==> src/rtl/rename_pkg.sv <==
// Shared renamer types: physical tag, writeback bus layout, reorder-queue index.
// Latency: n/a (types and constants only).
// Backpressure: n/a.
package rename_pkg;

  localparam int PTAG_W    = 4;
  localparam int NUM_PHYS  = 16;
  localparam int NUM_ARCH  = 8;
  localparam int ROB_DEPTH = 8;

  typedef logic [PTAG_W-1:0] ptag_t;

  // Renamer writeback bus: the tag displaced by the write, then the tag it claimed.
  typedef struct packed {
    ptag_t old_tag;
    ptag_t new_tag;
  } wbs_t;

  typedef logic [$clog2(ROB_DEPTH)-1:0] rob_idx_t;

endpackage

==> src/rtl/retire_sched.sv <==
// In-order retire scheduler: circular reorder queue of displaced tags, drained in program order.
// Latency: done at edge N -> retire_ena high after edge N+1 -> free_cnt restored at edge N+2.
// Backpressure: alloc_ready drops when the queue is full or no physical tag is free.
//
// Ports:
//   clk, rst_n            clock, async active-low reset
//   alloc_valid/ready     rename write handshake; rename_ena = accepted this cycle
//   alloc_wbs             {old_tag, new_tag}; only old_tag is kept in the slot
//   alloc_idx             slot the current request would occupy (tail)
//   done_valid/done_idx   completion report for a slot
//   retire_ena/retire_tag one-cycle pulse releasing a displaced tag
//   occupancy, free_cnt   live slots, free physical tags
module retire_sched
  import rename_pkg::*;
#(
  parameter int DEPTH    = rename_pkg::ROB_DEPTH,
  parameter int PTAG_W   = rename_pkg::PTAG_W,
  parameter int NUM_PHYS = rename_pkg::NUM_PHYS,
  parameter int NUM_ARCH = rename_pkg::NUM_ARCH
) (
  input  logic                          clk,
  input  logic                          rst_n,
  input  logic                          alloc_valid,
  output logic                          alloc_ready,
  input  logic [2*PTAG_W-1:0]           alloc_wbs,
  output logic                          rename_ena,
  output logic [$clog2(DEPTH)-1:0]      alloc_idx,
  input  logic                          done_valid,
  input  logic [$clog2(DEPTH)-1:0]      done_idx,
  output logic                          retire_ena,
  output logic [PTAG_W-1:0]             retire_tag,
  output logic [$clog2(DEPTH):0]        occupancy,
  output logic [$clog2(NUM_PHYS):0]     free_cnt
);

  localparam int AW       = $clog2(DEPTH);
  localparam int CW       = $clog2(NUM_PHYS) + 1;
  localparam int FREE_MAX = NUM_PHYS - NUM_ARCH;

  // Pointers carry one extra wrap bit so full and empty are distinguishable.
  logic [AW:0]       head, tail;
  logic [AW-1:0]     head_idx, tail_idx;
  logic [DEPTH-1:0]  slot_vld, slot_done;
  logic [PTAG_W-1:0] slot_tag [DEPTH];

  logic full, accept, commit;

  // The new tag is owned by the renamer; this block only needs what it displaced.
  logic unused_new_tag;
  assign unused_new_tag = ^alloc_wbs[PTAG_W-1:0];

  assign head_idx    = head[AW-1:0];
  assign tail_idx    = tail[AW-1:0];
  assign full        = (head_idx == tail_idx) && (head[AW] != tail[AW]);
  assign alloc_ready = !full && (free_cnt != '0);
  assign accept      = alloc_valid && alloc_ready;
  assign rename_ena  = accept;
  assign alloc_idx   = tail_idx;
  assign occupancy   = tail - head;
  // Uses the pre-edge done bit, so a done for the head commits one edge later.
  assign commit      = slot_vld[head_idx] && slot_done[head_idx];

  always_ff @(posedge clk or negedge rst_n) begin
    if (!rst_n) begin
      head       <= '0;
      tail       <= '0;
      slot_vld   <= '0;
      slot_done  <= '0;
      for (int i = 0; i < DEPTH; i++) slot_tag[i] <= '0;
      retire_ena <= 1'b0;
      retire_tag <= '0;
      free_cnt   <= CW'(FREE_MAX);
    end else begin
      // A report for an invalid slot (including one being allocated this edge) is dropped.
      if (done_valid && slot_vld[done_idx]) slot_done[done_idx] <= 1'b1;

      // Accept and commit never target the same slot: equal indices mean empty
      // (nothing to commit) or full (alloc refused).
      if (accept) begin
        slot_vld[tail_idx]  <= 1'b1;
        slot_done[tail_idx] <= 1'b0;
        slot_tag[tail_idx]  <= alloc_wbs[2*PTAG_W-1:PTAG_W];
        tail                <= tail + 1'b1;
      end

      if (commit) begin
        slot_vld[head_idx]  <= 1'b0;
        slot_done[head_idx] <= 1'b0;
        head                <= head + 1'b1;
        retire_tag          <= slot_tag[head_idx];
      end
      retire_ena <= commit;

      // The tag is returned on the edge after the pulse, when the renamer unclaims it.
      case ({accept, retire_ena})
        2'b10:   free_cnt <= free_cnt - 1'b1;
        2'b01:   if (free_cnt != CW'(FREE_MAX)) free_cnt <= free_cnt + 1'b1;
        default: ;
      endcase
    end
  end

  // Returning a tag when all non-architectural tags are already free is a design error.
  a_free_no_overflow: assert property (@(posedge clk) disable iff (!rst_n)
    (retire_ena && !accept) |-> (free_cnt != CW'(FREE_MAX)));

endmodule

==> config.mk <==
export PLATFORM = sky130hd
export DESIGN_NAME = retire_sched
export DESIGN_NICKNAME = d
export VERILOG_FILES = /design/src/rtl/rename_pkg.sv /design/src/rtl/retire_sched.sv
export SDC_FILE = /design/constraint.sdc
export NUM_CORES = 1
export LEC_CHECK = 0
export CAP_MARGIN = 20
export CELL_PAD_IN_SITES_DETAIL_PLACEMENT = 2
export CELL_PAD_IN_SITES_GLOBAL_PLACEMENT = 2
export CORE_MARGIN = 3
export CORE_UTILIZATION = 42
export CTS_BUF_LIST = sky130_fd_sc_hd__clkbuf_16
export DETAILED_ROUTE_END_ITERATION = 12
export GPL_TIMING_DRIVEN = 0
export PLACE_DENSITY_LB_ADDON = 0.1
export SYNTH_ARGS = -nofsm -noshare
export SYNTH_HDL_FRONTEND = slang
export SYNTH_SLANG_ARGS = --single-unit
==> constraint.sdc <==
create_clock -name clk -period 6.59 [get_ports clk]
set_clock_uncertainty 0.05 [all_clocks]
set_input_delay 0.9885 -clock clk [delete_from_list [all_inputs] [get_ports clk]]
set_output_delay 0.9885 -clock clk [all_outputs]
set_load 0.01 [all_outputs]
==> results of run 1 <==
[critical path: stages, from the launching register on]
cell	delay (ns)
dfrtp_1	0.33
clkbuf_1	0.33
clkbuf_1	0.51
inv_1	0.25
ha_1	0.43
nand3_1	0.24
o22ai_4	0.32
inv_2	0.12
nand2_4	0.11
inv_1	0.06
clkdlybuf4s50_1	0.47
[flip-flops by register name, indices dropped and copies added (netlist names)]
signal and flops:
slot_tag 32, free_cnt 5, head 4, slot_done 8, retire_ena 1, tail 4, retire_tag 4, slot_vld 8
[placed cells by master (no fill, tap or decap), types with 3 or more instances in the layout]
master,synthesis,routed
inv_1,14,14
buf_4,4,5
nand3_1,6,6
nor2_1,11,11
o21ai_0,4,4
clkbuf_1,4,4
ha_1,8,8
o22ai_1,5,5
nor4_1,5,5
dfrtp_1,65,65
mux4_2,10,10
clkbuf_16,0,9
nand4b_1,5,5
mux2i_1,5,5
mux2_2,35,35
and2_1,4,4
xnor2_1,11,11
a21oi_1,7,7
clkdlybuf4s50_1,0,28
nand2_1,33,33
nor2b_1,7,7
buf_2,4,4
nand2b_1,3,3
[power by group through the flow]
stage	clock network (mW)	registers (mW)	logic, mW
global route	0.515	0.804	1.43
global placement	0	0.761	1.23
finish	0.483	0.775	1.31
CTS	0.496	0.776	1.32
detailed placement	0	0.776	1.30
floorplan	0	0.736	0.881
[logic make-up after synthesis]
family | Yosys count | share of synthesized area
xor gates and xnor gates | 13 | 0.0377
AOI/OAI and AO/OA | 30 | 0.0694
and+or+nand+nor | 92 | 0.158
muxes | 50 | 0.190
DFF | 66 | 0.470
adders and majority gates | 10 | 0.0398
buffers and inverters | 27 | 0.0345
[stage by stage]
stage | power, mW | area (sq um) | hold slack, ns | instances
finish | 2.56 | 4240 | 0.437 | 436
global placement | 1.99 | 3940 | 0.403 | 419
CTS | 2.60 | 4240 | 0.450 | 435
detailed placement | 2.07 | 3930 | 0.434 | 419
global route | 2.75 | 4240 | 0.475 | 436
floorplan | 1.62 | 3520 | 0.390 | 288
[layout make-up]
class / count / area [sq um]
clock buffers: 9 / 225
fillers: 769 / 3690
flip-flops and latches: 66 / 1650
repair buffers: 30 / 293
clock inverters: 7 / 77.6
multi-input cells: 195 / 1740
well taps: 102 / 128
plain buffers: 12 / 65.1
inverters: 15 / 56.3
[final timing paths]
check | startpoint | to | slack [ns] | cells after the start
hold / removal | slot_tag[20] | slot_tag[20] | 0.44 | 2
setup reg to reg | head[2] | free_cnt[4] | 2.49 | 15
min in group asynchronous | rst_n | head[3] | 0.71 | 1
setup / recovery | head[2] | rename_ena | 2.05 | 10
hold reg to reg | slot_tag[20] | slot_tag[20] | 0.44 | 2
max in group asynchronous | rst_n | retire_tag[2] | 5.21 | 1
[layer usage]
metal,routed length (um),vias up,share of wire
li1,-,1120,-
met1,4200,1323,0.44
met2,5070,38,0.53
met3,250,8,0.026
met4,91,0,0.0095
met5,0,-,0
==> results by group, run 1 <==
STA
  • Relative slew slack: 0.426
  • Post-Route Setup TNS: 0 ns
  • Final setup margin: 2.05 ns
  • Slew @ Worst Pin: 0.861 ns
  • Fmax: 0.220 GHz
  • Final-report hold violation count: 0
  • RSZ-0062 raised after global routing: no
  • Final critical-path required period: 4.54 ns
  • Period Utilization, post-route: 0.690
  • Setup Viol. Count Final: 0
  • Fin. max-slew vios: 0

GRT
  • Busiest metal layer after global routing: met2
  • GR Util met1: 0.281
  • Largest net degree at the start of global routing: 67
  • First-pass GRT wire length: 16200 um
  • Initial antenna violation count: 0
  • Vias in the first global route: 2907
  • GRT met3 Usage: 0.0330
  • Met2 GRT Util: 0.383
  • Total congestion overflow: 0
  • Total global-route track usage: 0.220

Run
  • Max-Cap Viols: 0

CTS
  • Longest Clk Path Bufs: 2
  • CTS Sinks: 66
  • Setup Fix Bufs, Post-CTS: 0
  • Clock root buffer: clkbuf_16
  • Worst skew pair latency: 0.33 ns
  • H-Tree Depth: 3
  • Post-CTS Resized: 0
  • Total CTS buffers: 9
  • Clock transition at the registers of the reported paths: 0.06 ns
  • CTS tree: yes
  • Hold-fix buffers, CTS: 0

Die
  • Die width: 97.5 um
  • Initial core utilization: 0.444
  • Die H: 97.5 um
  • Num ports: 34
  • Site Rows: 32
  • Die Area: 9510 sq um
  • Core ar.: 7930 sq um

Synthesis
  • Cells after Synth: 288
  • Post-Synthesis Net Count: 313
  • Yosys warning total: 0
  • Top-count cell post-synth: dfrtp_1
  • Post-Syn Area per Cell: 12.2 sq um
  • Top post-synthesis cells by area: dfrtp_1 46%, mux2_2 11%, mux4_2 6.4%
  • Cell Area, Synth: 3520 sq um
  • Synth Register Bits: 66
  • Post-synth EDFFs: 0
  • Synth top cells by count: 65 x dfrtp_1, 35 x mux2_2, 33 x nand2_1
  • Top FF cell, synth: dfrtp_1
  • Fraction of registers with async set/reset: 1.00
  • Sequential fraction of the synthesis area: 0.470
  • Unique cell type count in the Yosys netlist: 51
  • Share of the synthesized area in the top cell type: 0.462
  • Area leader, netlist: dfrtp_1

Critical path
  • Worst path required time: 5.55 ns
  • CP max FO: 10
  • Startpoint Class: flip-flop
  • Kind of critical path: flip-flop to output pin
  • Crit path DAT: 3.51 ns
  • Setup crit end kind: output pin

Power
  • Switching share of total power: 0.391
  • Peak supply drop: 0.232 mV
  • Power Internal: 1.56 mW
  • Leak: 1.80 nW
  • Clock group share of total power: 0.188
  • Combinational power share: 0.509
  • Seq pwr share: 0.302
  • Pwr Density: 605 nW/um^2
  • P_sw: 1.00 mW

Drt
  • Initial drt markers: 73
  • DR vias/cell: 5.71
  • Total Wirelength: 9610 um
  • Detailed-router iteration count before antenna repair: 4
  • Via count: 2489
  • Wire per inst: 22.1 um
  • Remaining DRCs: 0
  • Final antenna-violating net count: 0

Cells and area
  • Antenna Cells: 0
  • Share of cells above drive strength 1: 0.272
  • Post-layout util: 0.535
  • Nets@finish: 354
  • Area Growth Syn to Fin: 20.6%

Min path
  • Hold/Removal Path Class: flip-flop to flip-flop

Placed design
  • RD Place Congestion: 0.795
  • Post-DP HPWL: 6640 um
  • Pre-CTS setup slack: 2.43 ns
  • Port bufs: 29

Run status
  • Status: complete, no violations
Note: power is estimated with default switching activity, not from simulation.
==> run 2: changes to the inputs <==
- CORE_UTILIZATION: 42 -> 35
- clock period: 6.59 -> 4.1 ns (I/O delays scaled with it)
==> run 2 against run 1 <==
Global-route usage decreased by 3.8 points. Via count decreased by 2.2%. Register-to-register slack got worse by 2.1 ns. Worst hold slack got worse by 0.086 ns. Clock-buffer cell count unchanged. Critical path type unchanged. Clock power increased by 59%. Power increased by 58%. Largest power group unchanged. Final cell count increased by 6.0%. Core utilization decreased by 8.6 points. Combinational power increased by 56%. Sequential power increased by 61%. Die area increased by 19%.
==> results by group, run 2 (synthesized netlist as in run 1, its figures left out) <==
Run status
  • Status: complete, no violations

GRT
  • Busiest metal layer after global routing: met2
  • Total global-route track usage: 0.182
  • Vias in the first global route: 2735
  • Initial antenna violation count: 0
  • GRT met3 Usage: 0.0346
  • Largest net degree at the start of global routing: 67
  • Met2 GRT Util: 0.298
  • GR Util met1: 0.239
  • Total congestion overflow: 0
  • First-pass GRT wire length: 15600 um

Die
  • Core ar.: 9500 sq um
  • Num ports: 34
  • Die width: 106 um
  • Initial core utilization: 0.370
  • Site Rows: 35
  • Die Area: 11300 sq um
  • Die H: 106 um

Power
  • Clock group share of total power: 0.189
  • P_sw: 1.56 mW
  • Peak supply drop: 0.309 mV
  • Seq pwr share: 0.308
  • Switching share of total power: 0.384
  • Power Internal: 2.50 mW
  • Pwr Density: 950 nW/um^2
  • Leak: 1.80 nW
  • Combinational power share: 0.503

STA
  • Setup Viol. Count Final: 0
  • Final critical-path required period: 3.78 ns
  • Period Utilization, post-route: 0.922
  • Final-report hold violation count: 0
  • Slew @ Worst Pin: 0.878 ns
  • Fin. max-slew vios: 0
  • Fmax: 0.264 GHz
  • Hold_ws: 0.351 ns
  • RSZ-0062 raised after global routing: no
  • Relative slew slack: 0.415

Cells and area
  • Cell Count, Final, Fillers Out: 462
  • Largest reg by FF count: slot_tag
  • Max reg flops: 32
  • Most frequent cells in the layout: 65 x dfrtp_1, 35 x mux2_2, 33 x nand2_1
  • Area Growth Syn to Fin: 21.3%
  • Most common cell after layout, fill and taps aside: dfrtp_1
  • Share of cells above drive strength 1: 0.279
  • Regs by FF count: slot_tag: 32 flops, slot_done: 8 flops, slot_vld: 8 flops
  • Antenna Cells: 0
  • Nets@finish: 353

CTS
  • H-Tree Depth: 3
  • Hold-fix buffers, CTS: 0
  • Clock transition at the registers of the reported paths: 0.06 ns
  • CTS tree: yes
  • Worst skew pair latency: 0.33 ns
  • Longest Clk Path Bufs: 2
  • Clock root buffer: clkbuf_16
  • CTS Sinks: 66
  • Total CTS buffers: 9

Critical path
  • Worst r2r path cells: 14
  • Crit path DAT: 3.12 ns
  • Startpoint Class: flip-flop
  • CP max FO: 10
  • Worst path required time: 3.43 ns
  • Setup crit end kind: output pin
  • Kind of critical path: flip-flop to output pin

Drt
  • Via count: 2435
  • Wire per inst: 20.3 um
  • Total Wirelength: 9390 um
  • Remaining DRCs: 0
  • Detailed-router iteration count before antenna repair: 4
  • DR vias/cell: 5.27
  • Initial drt markers: 95
  • Final antenna-violating net count: 0

Min path
  • Hold/Removal Path Class: input pin to asynchronous set/reset pin

Placed design
  • Post-DP HPWL: 6610 um
  • Port bufs: 29
  • RD Place Congestion: 0.727
  • Placed cell count: 447

Run
  • Max-Cap Viols: 0
==> run 2: cell type report <==
type	instances	area [sq um]
Buffer	11	66.3
Sequential cell	66	1650
Fill cell	974	5240
Multi-Input combinational cell	195	1740
Timing Repair Buffer	30	293
Clock inverter	7	70.1
Tap cell	129	161
Clock buffer	9	225
Inverter	15	56.3
==> run 2: path summary, 6_finish.rpt <==
kind	from	endpoint	slack, ns
worst min register to register	slot_tag[23]	slot_tag[23]	0.43
worst max register to register	head[1]	free_cnt[4]	0.37
min in group clk	slot_tag[23]	slot_tag[23]	0.43
max in group asynchronous	rst_n	slot_tag[15]	3.08
worst min-delay path	rst_n	tail[1]	0.35
worst max-delay path	head[1]	rename_ena	0.32
==> run 2: power groups by stage <==
stage	Combinational [mW]	Clock (mW)	Sequential [mW]
2_1_floorplan	1.42	0	1.18
3_3_place_gp	2.00	0	1.23
3_5_place_dp	2.07	0	1.25
4_1_cts	2.10	0.786	1.24
5_1_grt	2.26	0.819	1.30
6_report	2.04	0.767	1.25
==> run 2: per-layer routing <==
layer | vias up | part of all wire
met5 | - | 0
met4 | 0 | 0.023
met1 | 1272 | 0.46
met2 | 36 | 0.50
li1 | 1112 | -
met3 | 15 | 0.025
==> run 2: stage by stage <==
stage / total power [mW] / utilization / TNS (ns) / cell area [sq um] / setup WS (ns)
after floorplan: 2.60 / - / 0 / 3520 / 0.815
after global placement: 3.23 / 0.418 / -4.77 / 3970 / -0.0778
after detailed placement: 3.33 / 0.418 / -0.0771 / 3970 / -0.0771
after CTS: 4.13 / 0.449 / 0 / 4270 / 0.148
after global routing: 4.39 / 0.449 / 0 / 4270 / 0.0111
final: 4.06 / 0.449 / 0 / 4270 / 0.318
==> run 2: worst max-delay path: stages (launching register included) <==
cell	delay (ns)
dfrtp_1	0.50
buf_2	0.34
inv_1	0.27
ha_1	0.38
nand3_1	0.22
o22ai_4	0.33
inv_2	0.11
nand2_4	0.11
inv_1	0.05
clkdlybuf4s50_1	0.47
==> run 2: what timing repair did <==
| action | in CTS | in global routing |
|---|---|---|
| buffers inserted | 0 | 0 |
| gates cloned | 0 | 0 |
| gates resized for setup | 2 | 3 |
| setup endpoints to repair | 3 | 2 |
| hold endpoints to repair | 0 | 0 |
